<file path="config.mk">
export PLATFORM = sky130hd
export DESIGN_NAME = epw22_cmd_arbiter
export DESIGN_NICKNAME = d
export VERILOG_FILES = /design/src/rtl/epw22_cmd_arbiter_pkg.sv /design/src/rtl/epw22_rr_arb.sv /design/src/rtl/epw22_cmd_arbiter.sv
export SDC_FILE = /design/constraint.sdc
export NUM_CORES = 1
export LEC_CHECK = 0
export CORE_ASPECT_RATIO = 0.75
export CORE_MARGIN = 3
export CORE_UTILIZATION = 30
export DETAILED_ROUTE_END_ITERATION = 7
export SLEW_MARGIN = 20
export SYNTH_ARGS = -nofsm -noshare
export SYNTH_HDL_FRONTEND = slang
export SYNTH_SLANG_ARGS = --single-unit
</file>
<file path="constraint.sdc">
create_clock -name clk -period 3.7 [get_ports clk]
set_input_delay 0.74 -clock clk [delete_from_list [all_inputs] [get_ports clk]]
set_output_delay 0.74 -clock clk [all_outputs]
set_load 0.005 [all_outputs]
</file>
<file path="src/rtl/epw22_cmd_arbiter_pkg.sv">
// rtl/epw22_cmd_arbiter_pkg.sv - shared opcode, FSM state and op-class definitions
//
// Purpose: single home for the arbiter's opcode enum, op-class helpers,
//          default widths and FSM state encoding.
// Ports:   none (package).
package epw22_cmd_arbiter_pkg;

  localparam int DEF_DATA_W = 16;
  localparam int DEF_TAG_W  = 2;

  typedef enum logic [3:0] {
    OP_0 = 4'h0, OP_1 = 4'h1, OP_2 = 4'h2, OP_3 = 4'h3,
    OP_4 = 4'h4, OP_5 = 4'h5, OP_6 = 4'h6, OP_7 = 4'h7,
    OP_8 = 4'h8, OP_9 = 4'h9, OP_A = 4'hA, OP_B = 4'hB,
    OP_C = 4'hC, OP_D = 4'hD, OP_E = 4'hE, OP_F = 4'hF
  } op_e;

  typedef enum logic [1:0] {
    ST_IDLE    = 2'd0,
    ST_ISSUE_A = 2'd1,
    ST_ISSUE_B = 2'd2,
    ST_WAIT    = 2'd3
  } state_e;

  function automatic logic op_is_two(input logic [3:0] op);
    case (op_e'(op))
      OP_3, OP_4, OP_8, OP_9, OP_A, OP_C, OP_D, OP_E: return 1'b1;
      default: return 1'b0;
    endcase
  endfunction

  function automatic logic op_is_one(input logic [3:0] op);
    case (op_e'(op))
      OP_0, OP_1, OP_2, OP_B, OP_F: return 1'b1;
      default: return 1'b0;
    endcase
  endfunction

  function automatic logic op_is_result(input logic [3:0] op);
    case (op_e'(op))
      OP_8, OP_9, OP_A, OP_B: return 1'b1;
      default: return 1'b0;
    endcase
  endfunction

  function automatic logic op_is_reserved(input logic [3:0] op);
    case (op_e'(op))
      OP_5, OP_6, OP_7: return 1'b1;
      default: return 1'b0;
    endcase
  endfunction

endpackage

</file>
<file path="src/rtl/epw22_rr_arb.sv">
// rtl/epw22_rr_arb.sv - two-requester round-robin grant with registered last-grant pointer
//
// Purpose: picks one of two requesters; on contention the one not granted
//          last wins. Pointer resets so requester 0 is favoured first.
// Ports:   clk, reset_n  - clock, async active-low reset
//          req[1:0]      - request vector
//          en            - grant is being taken this cycle (updates pointer)
//          gnt[1:0]      - one-hot combinational grant (zero when no request)
module epw22_rr_arb (
  input  logic       clk,
  input  logic       reset_n,
  input  logic [1:0] req,
  input  logic       en,
  output logic [1:0] gnt
);

  logic last_q;

  always_comb begin
    gnt = req;
    if (req == 2'b11) gnt = last_q ? 2'b01 : 2'b10;
  end

  // last_q = 1 out of reset makes requester 0 the first contention winner
  always_ff @(posedge clk or negedge reset_n) begin
    if (!reset_n)              last_q <= 1'b1;
    else if (en && (|req))     last_q <= gnt[1];
  end

endmodule

</file>
<file path="src/rtl/epw22_cmd_arbiter.sv">
// rtl/epw22_cmd_arbiter.sv - two-requester command arbiter driving a shared datapath
//
// Purpose: grants one requester at a time, issues its operands to the device
//          over one or two beats, waits for a result where the op produces
//          one, and returns exactly one response pulse to the owner.
// Ports:   clk, reset_n                     - clock, async active-low reset
//          req_valid/req_ready[1:0]         - command offer / one-cycle accept pulse
//          req_op/req_a/req_b/req_tag       - per-requester command fields
//          rsp_valid[1:0], rsp_err, rsp_result - completion pulse and status
//          dev_op/dev_data/dev_tag          - datapath command bus (zero when idle)
//          dev_ready/dev_valid/dev_result/dev_error - datapath status
//          stray                            - sticky: result seen with nothing outstanding
module epw22_cmd_arbiter
  import epw22_cmd_arbiter_pkg::*;
#(
  parameter int DATA_W  = DEF_DATA_W,
  parameter int TAG_W   = DEF_TAG_W,
  parameter int TIMEOUT = 32
) (
  input  logic                   clk,
  input  logic                   reset_n,
  input  logic [1:0]             req_valid,
  output logic [1:0]             req_ready,
  input  logic [1:0][3:0]        req_op,
  input  logic [1:0][DATA_W-1:0] req_a,
  input  logic [1:0][DATA_W-1:0] req_b,
  input  logic [1:0][TAG_W-1:0]  req_tag,
  output logic [1:0]             rsp_valid,
  output logic                   rsp_err,
  output logic [DATA_W-1:0]      rsp_result,
  output logic [3:0]             dev_op,
  output logic [DATA_W-1:0]      dev_data,
  output logic [TAG_W-1:0]       dev_tag,
  input  logic                   dev_ready,
  input  logic                   dev_valid,
  input  logic [DATA_W-1:0]      dev_result,
  input  logic                   dev_error,
  output logic                   stray
);

  localparam int                CNT_W    = $clog2(TIMEOUT + 1);
  localparam logic [CNT_W-1:0]  CNT_LAST = CNT_W'(TIMEOUT - 1);

  state_e              state_q, state_d;
  logic [3:0]          op_q, op_d;
  logic [DATA_W-1:0]   a_q, a_d, b_q, b_d;
  logic [TAG_W-1:0]    tag_q, tag_d;
  logic                owner_q;
  logic [CNT_W-1:0]    cnt_q, cnt_d;
  logic [1:0]          gnt;
  logic                gidx;
  logic                grant_en, rsp_fire, err_d;
  logic [DATA_W-1:0]   result_d;
  logic [3:0]          dev_op_d;
  logic [DATA_W-1:0]   dev_data_d;
  logic [TAG_W-1:0]    dev_tag_d;

  epw22_rr_arb u_rr (
    .clk     (clk),
    .reset_n (reset_n),
    .req     (req_valid),
    .en      (grant_en),
    .gnt     (gnt)
  );

  assign gidx = gnt[1];

  always_ff @(posedge clk or negedge reset_n) begin
    if (!reset_n) state_q <= ST_IDLE;
    else          state_q <= state_d;
  end

  always_comb begin
    state_d    = state_q;
    grant_en   = 1'b0;
    rsp_fire   = 1'b0;
    err_d      = 1'b0;
    result_d   = '0;
    cnt_d      = '0;
    dev_op_d   = 4'h0;
    dev_data_d = '0;
    dev_tag_d  = '0;
    case (state_q)
      ST_IDLE: begin
        if (|req_valid) begin
          grant_en = 1'b1;
          state_d  = ST_ISSUE_A;
        end
      end
      ST_ISSUE_A: begin
        // reserved ops park here for one cycle with the bus at NOP, then fail
        if (op_is_reserved(op_q)) begin
          rsp_fire = 1'b1;
          err_d    = 1'b1;
          state_d  = ST_IDLE;
        end else if (dev_ready) begin
          if (op_is_two(op_q))         state_d = ST_ISSUE_B;
          else if (op_is_result(op_q)) state_d = ST_WAIT;
          else begin
            rsp_fire = 1'b1;
            state_d  = ST_IDLE;
          end
        end
      end
      ST_ISSUE_B: begin
        if (dev_error) begin
          rsp_fire = 1'b1;
          err_d    = 1'b1;
          state_d  = ST_IDLE;
        end else if (dev_ready) begin
          if (op_is_result(op_q)) state_d = ST_WAIT;
          else begin
            rsp_fire = 1'b1;
            state_d  = ST_IDLE;
          end
        end
      end
      ST_WAIT: begin
        if (dev_error) begin
          rsp_fire = 1'b1;
          err_d    = 1'b1;
          state_d  = ST_IDLE;
        end else if (dev_valid) begin
          rsp_fire = 1'b1;
          result_d = dev_result;
          state_d  = ST_IDLE;
        end else if (cnt_q == CNT_LAST) begin
          rsp_fire = 1'b1;
          err_d    = 1'b1;
          state_d  = ST_IDLE;
        end else begin
          cnt_d = cnt_q + CNT_W'(1);
        end
      end
      default: state_d = ST_IDLE;
    endcase

    op_d  = grant_en ? req_op[gidx]  : op_q;
    a_d   = grant_en ? req_a[gidx]   : a_q;
    b_d   = grant_en ? req_b[gidx]   : b_q;
    tag_d = grant_en ? req_tag[gidx] : tag_q;

    // bus is registered from the next state so it lines up with the state it describes
    if ((state_d == ST_ISSUE_A || state_d == ST_ISSUE_B) && !op_is_reserved(op_d)) begin
      dev_op_d   = op_d;
      dev_tag_d  = tag_d;
      dev_data_d = (state_d == ST_ISSUE_A) ? a_d : b_d;
    end
  end

  always_ff @(posedge clk or negedge reset_n) begin
    if (!reset_n) begin
      op_q       <= 4'h0;
      a_q        <= '0;
      b_q        <= '0;
      tag_q      <= '0;
      owner_q    <= 1'b0;
      cnt_q      <= '0;
      req_ready  <= 2'b00;
      rsp_valid  <= 2'b00;
      rsp_err    <= 1'b0;
      rsp_result <= '0;
      dev_op     <= 4'h0;
      dev_data   <= '0;
      dev_tag    <= '0;
      stray      <= 1'b0;
    end else begin
      op_q       <= op_d;
      a_q        <= a_d;
      b_q        <= b_d;
      tag_q      <= tag_d;
      if (grant_en) owner_q <= gidx;
      cnt_q      <= cnt_d;
      req_ready  <= grant_en ? gnt : 2'b00;
      rsp_valid  <= rsp_fire ? (owner_q ? 2'b10 : 2'b01) : 2'b00;
      rsp_err    <= rsp_fire & err_d;
      rsp_result <= rsp_fire ? result_d : '0;
      dev_op     <= dev_op_d;
      dev_data   <= dev_data_d;
      dev_tag    <= dev_tag_d;
      if (dev_valid && state_q != ST_WAIT) stray <= 1'b1;
    end
  end

endmodule
</file>
# Word level (Yosys, flattened, before mapping)
# Memory sizes are Yosys's and may differ from the RTL's.
# Cells that the tools add are included.
totals:
  reg_bits: 92
  mem_bits_ro: 16
  word_cells: 121
  memories: 1
mem_list:
  columns: ["name", "words", "width", "read_ports", "rd_ports_with_merged_regs", "wr", "line", "rtl"]
  rows:
  - ["(name not given)", 16, 1, 1, 0, 0, "epw22_cmd_arbiter_pkg.sv:26", "case (op_e'(op))"]
classes:
  add_sub_neg: 1
  n_lt_le_gt_ge: 1
  n_eq_ne: 18
  n_mux: 73
  n_bitwise: 1
  reduce_logical: 10
ops:
  columns: ["operator", "n"]
  rows:
  - ["16-bit 2-to-1 mux", 12]
  - ["2-bit 2-to-1 mux", 20]
  - ["1-bit 2-to-1 mux", 30]
  - ["4-bit by 3-bit equality test with 1-bit output (second input constant)", 6]
  - ["6-bit 2-to-1 mux", 4]
  - ["4-bit equality test (second input constant)", 4]
  - ["4-bit 2-to-1 mux", 4]
  - ["2-bit equality test (second input constant)", 4]
  - ["2-bit one-hot mux with 4 select lines", 1]
  - ["6-bit by 1-bit adder with 6-bit output (second input constant)", 1]
  - ["6-bit by 5-bit equality test with 1-bit output (second input constant)", 1]
  - ["1-bit one-hot mux with 3 select lines", 2]
  - ["3-bit OR reduction", 2]
  - ["2-bit by 1-bit equality test with 1-bit output (second input constant)", 2]
  - ["4-bit OR reduction", 1]
  - ["1-bit logical AND", 3]
  - ["2-bit logical NOT", 1]
  - ["1-bit by 2-bit less-than comparator with 1-bit output (second input constant)", 1]
  - ["2-bit inequality test (second input constant)", 1]
  - ["2-bit OR reduction", 1]
  - ["1-bit bitwise AND", 1]
  - ["1-bit logical NOT", 1]
  - ["1-bit logical OR", 1]

# Longest topological paths before layout
depth:
  ltp_word: 19
  depth_mapped: 12
  mapped_depth_nobuf: 10

# Hierarchy
# Synthesis repeated with hierarchy kept, for this count alone.
unflattened:
  hier_cells: 388
  area_unflattened_um2: 4420.5
by_module_without_submodules:
  columns: ["module", "instances", "cells_per_inst", "area_per_inst_um2", "seq_area_each_um2"]
  rows:
  - ["epw22_cmd_arbiter", 1, 382, 4364.2, 2277.2]
  - ["epw22_rr_arb", 1, 6, 56.3, 26.3]

# Worst setup path after synthesis
# No wires, ideal clock.
synth_timing:
  path_kind: "input -> register"
  startpoint: "in dev_error"
  endpoint: "reg dev_data[10]"
  setup_time_ns: 0.119
  t_arrival_ns: 2.862
  required_time_ns: 3.581
  slack_ns: 0.719
  path_stages: 10
  path_buffers: 2
  path_cell_list: "nand4bb_1 o21bai_1 a21boi_0 nand3b_1 nand4_1 ha_1 buf_1 buf_1 mux2i_1 nor2_1"
synth_via:
  elab_chain_cells: 6
synth_lines:
  columns: ["element", "line", "rtl"]
  rows:
  - ["start: declaration", "epw22_cmd_arbiter.sv:37", "input logic dev_error,"]
  - ["2-bit 2-to-1 mux, on equally long branches", "epw22_cmd_arbiter.sv:119, epw22_cmd_arbiter.sv:106", null]
  - ["2-bit one-hot mux with 4 select lines *", "epw22_cmd_arbiter.sv:83", "case (state_q)"]
  - ["net state_d[0]", "epw22_cmd_arbiter.sv:44", "state_e state_q, state_d;"]
  - ["2-bit by 1-bit equality test with 1-bit output or 2-bit equality test (tied branches)", "epw22_cmd_arbiter.sv:144, epw22_cmd_arbiter.sv:147", null]
  - ["1-bit logical OR", "epw22_cmd_arbiter.sv:144", "if ((state_d == ST_ISSUE_A || state_d == ST_ISSUE_B) && !op_is_reserved(op_d)) begin"]
  - ["1-bit logical AND", "epw22_cmd_arbiter.sv:144", null]
  - ["16-bit 2-to-1 mux *", "epw22_cmd_arbiter.sv:144", null]
  - ["net dev_data_d[10]", "epw22_cmd_arbiter.sv:55", "logic [DATA_W-1:0] dev_data_d;"]
  - ["end signal: assignment", "epw22_cmd_arbiter.sv:179", "dev_data <= dev_data_d;"]
  - ["end: declaration", "epw22_cmd_arbiter.sv:32", "output logic [DATA_W-1:0] dev_data,"]
# Mark *: on every way through the listed nets, which the timed path passes. The rest lies on a longest branch.
# A chain may end at the register's enable or synchronous reset.

# Worst setup path after layout
layout_timing:
  startpoint: "in dev_error"
  endpoint: "reg dev_op[2]"
layout_via:
  elab_chain_cells: 6
layout_lines:
  columns: ["element", "line", "rtl"]
  rows:
  - ["2-bit 2-to-1 mux, on equally long branches", "epw22_cmd_arbiter.sv:119, epw22_cmd_arbiter.sv:106", null]
  - ["2-bit one-hot mux with 4 select lines *", "epw22_cmd_arbiter.sv:83", null]
  - ["net state_d[0]", "epw22_cmd_arbiter.sv:44", null]
  - ["2-bit by 1-bit equality test with 1-bit output or 2-bit equality test (tied branches)", "epw22_cmd_arbiter.sv:144", null]
  - ["1-bit logical OR *", "epw22_cmd_arbiter.sv:144", null]
  - ["1-bit logical AND *", "epw22_cmd_arbiter.sv:144", null]
  - ["4-bit 2-to-1 mux *", "epw22_cmd_arbiter.sv:144", null]
  - ["net dev_op_d[2]", "epw22_cmd_arbiter.sv:54", "logic [3:0] dev_op_d;"]
  - ["end signal: assignment", "epw22_cmd_arbiter.sv:178", "dev_op <= dev_op_d;"]
  - ["end: declaration", "epw22_cmd_arbiter.sv:31", "output logic [3:0] dev_op,"]
# Marked as above.

==> metrics.yaml <==
status: "finished, final reports clean"
final_common_cell: "clkdlybuf4s50_1"
period_needed_ns: 3.25
crit_family: "compound AO/OA/AOI/OAI gates"
yosysWarnings: 0
io_pins: 143
cap_violations: 0
final.setup.tns_ns: 0
cp-startpoint: "dev_error"
ir_worst_vdd_v: 0.000372
rows: 35
worstPathMaxFanout: 19
worst_clock_skew_ns: 0.00643
r2r_setup_slack_ns: 0.83
worst_skew_pair.late_latency_ns: 0.33
synth_top_area_frac: 0.568
clock_path_buffers: 2
post-route-util: 0.470
critPathLaunchType: "primary input"
postCtsHoldBufs: 0
dp_slack_ns: 0.0520
yosysSeqAreaShare: 0.574
rsz0062_at_grt: "no"
dr.pass1.iters: 4
crit_arrival_ns: 3.43
synth-edff-count: 0
slew-limit-headroom: 0.447
yosys_most_used_dff: "dfrtp_1"
ys_ff_latch: 92
portBuffers: 142
fill_cells: 1157
numCtsBuffers: 9
cts_tree: "yes"
synth_area_um2: 4010
drt_iter0_markers: 52
min_path_type: "reg -> reg"
pwr-share-clk: 0.224
min_from: "stray"
p_leak_nw: 2.54
overflow: 0
grt_pass1_wl_um: 15400
comb_power_share: 0.420
dp.cells: 618
hold_depth: 1
finalWirelength_um: 9540
coreArea_um2: 12700
worstPathRequired_ns: 3.88
vias_per_cell: 4.50
gp_congestion: 0.857
yosys.area.top_type: "dfrtp_1"
endpoint_kind: "flop"
setup_slack_ns: 0.448
path_cells: "clkdlybuf4s50_1 > nand4bb_1 > o21bai_1 > a21boi_0 > nand3b_1 > nand4_1 > ha_1 > a21o_1 > o32a_1 > nor2b_1"
multi_input_area_um2: 1610
layout_common_cells: "clkdlybuf4s50_1 (141), dfrtp_1 (91), mux2_2 (64)"
post_dp_cell_area_um2: 5640
cts_max_level: 3
die-area_um2: 14800
initial_core_util: 0.317
dp_hpwl_um: 7110
vias: 2849
avgSynthCellArea_um2: 12.7
antenna_found_initial: 0
cts.sinks: 92
cts_root_buffer: "clkbuf_16"
nNetsFinal: 564
final_antenna_net_count: 0
syn-instance-count: 315
worst_pin_slew_ns: 0.829
hold_viol_final: 0
area_growth_pct: 48.3
worstReg2RegEnd: "dev_op[2]"
rr_worst_depth: 10
holdPathEnd: "stray"
p_int_mw: 2.90
critical_path.slowest_cell: "o32a_1"
powerDensity_nw_per_um2: 716
drv_slew: 0
finalNonFillerCells: 633
regArea_um2: 2300
antennaDiodeCount: 0
track_usage: 0.131
path_buf_inv: 1
stdcell_area_um2: 5950
finalSetupViolCount: 0
p_seq_frac: 0.356
grt_max_degree: 67
post_drt_wl_per_cell_um: 15.1
syn-num-nets: 416
synthTopCellsByArea: "dfrtp_1 (57%), mux2_2 (18%), mux2i_1 (4.5%), and2_1 (3.0%), nor2_1 (2.6%)"
postSynth.asyncResetShare: 1.00
swShare: 0.318
drc_errors: 0
cpPeakStageDelay_ns: 0.68
crit_type: "in -> reg"
finalCritPeriodShare: 0.879
p_switching_mw: 1.35
grt_pass1_vias: 3042
rr_startpoint: "cnt_q[0]"
cts.clk_slew.worst_paths_ns: 0.06
dieWidth_um: 140
cts_setup_buffers: 0
drive_gt1_frac: 0.199
ys_types: 48
die-height_um: 106
timing.fmax_mhz: 308
ctsResizeCount: 0
[power by group through the flow]
stage	Clock [mW]	Combinational (mW)	Sequential [mW]
after floorplan	0	1.21	1.51
after global placement	0	1.78	1.53
after detailed placement	0	1.83	1.53
after CTS	0.978	1.84	1.52
after global routing	1.03	1.99	1.56
final	0.952	1.79	1.52
[logic make-up (layout without fill, tap and decap cells)]
kind of cell | after synthesis | after routing | share of synthesized area
flops | 92 | 92 | 0.574
simple gates | 85 | 85 | 0.108
mux | 82 | 82 | 0.225
compound gates | 29 | 29 | 0.0530
buf+inv | 22 | 174 | 0.0268
xor+xnor | 3 | 3 | 0.00655
fa+ha+maj | 2 | 2 | 0.00624
[flip-flops by register name, summed over array words and instances (netlist names)]
| signal | flops |
|---|---|
| u_rr.last_q | 1 |
| owner_q | 1 |
| cnt_q | 6 |
| req_ready | 2 |
| dev_op | 4 |
| a_q | 16 |
| stray | 1 |
| tag_q | 2 |
| rsp_valid | 2 |
| b_q | 16 |
| rsp_result | 16 |
| state_q | 2 |
| rsp_err | 1 |
| op_q | 4 |
| dev_tag | 2 |
| dev_data | 16 |
[through the flow]
stage                     power [mW]  hold WS, ns
after CTS                       4.34        0.458
after floorplan                 2.72        0.418
final                           4.26        0.459
after detailed placement        3.36        0.445
after global placement          3.30        0.437
after global routing            4.57        0.475
[cell usage after synthesis, types with 2 or more instances]
cell type and instances:
dfrtp_1 91, mux2_2 64, nor2_1 28, and2_1 19, mux2i_1 18, nand2_1 13
buf_2 8, inv_1 8, o21ai_0 7, nor2b_1 6, a21o_1 2, a21oi_1 2
a22oi_1 2, and3_1 2, buf_1 2, buf_6 2, clkbuf_1 2, ha_1 2
nand2b_1 2, nand3_1 2, nand4_1 2, nor2_2 2, nor3_1 2, o2bb2ai_1 2
xor2_1 2
[routing by layer]
| layer | vias up | GRT usage | part of all wire |
|---|---|---|---|
| met2 | 91 | 0.205 | 0.47 |
| met1 | 1373 | 0.175 | 0.45 |
| li1 | 1375 | - | - |
| met4 | 0 | 0.0398 | 0.013 |
| met5 | - | 0 | 0 |
| met3 | 10 | 0.0409 | 0.066 |
[worst max-delay path by stage]
stage	to	slack, ns	cells after the start
finish	dev_op[2]	0.45	10
CTS	dev_op[2]	0.39	10
floorplan	dev_data[10]	0.72	10
detailed placement	dev_data[14]	0.05	10
global route	dev_data[13]	0.14	10
global placement	dev_data[9]	0.13	10
[layout make-up]
class | instances | area share
clock buffers | 11 | 0.0391
clock inverters | 4 | 0.0126
inverters | 8 | 0.00505
multi-input cells | 201 | 0.271
flip-flops and latches | 92 | 0.387
well taps | 166 | 0.0349
repair buffers | 151 | 0.250
(Power assumes the default switching activity.)
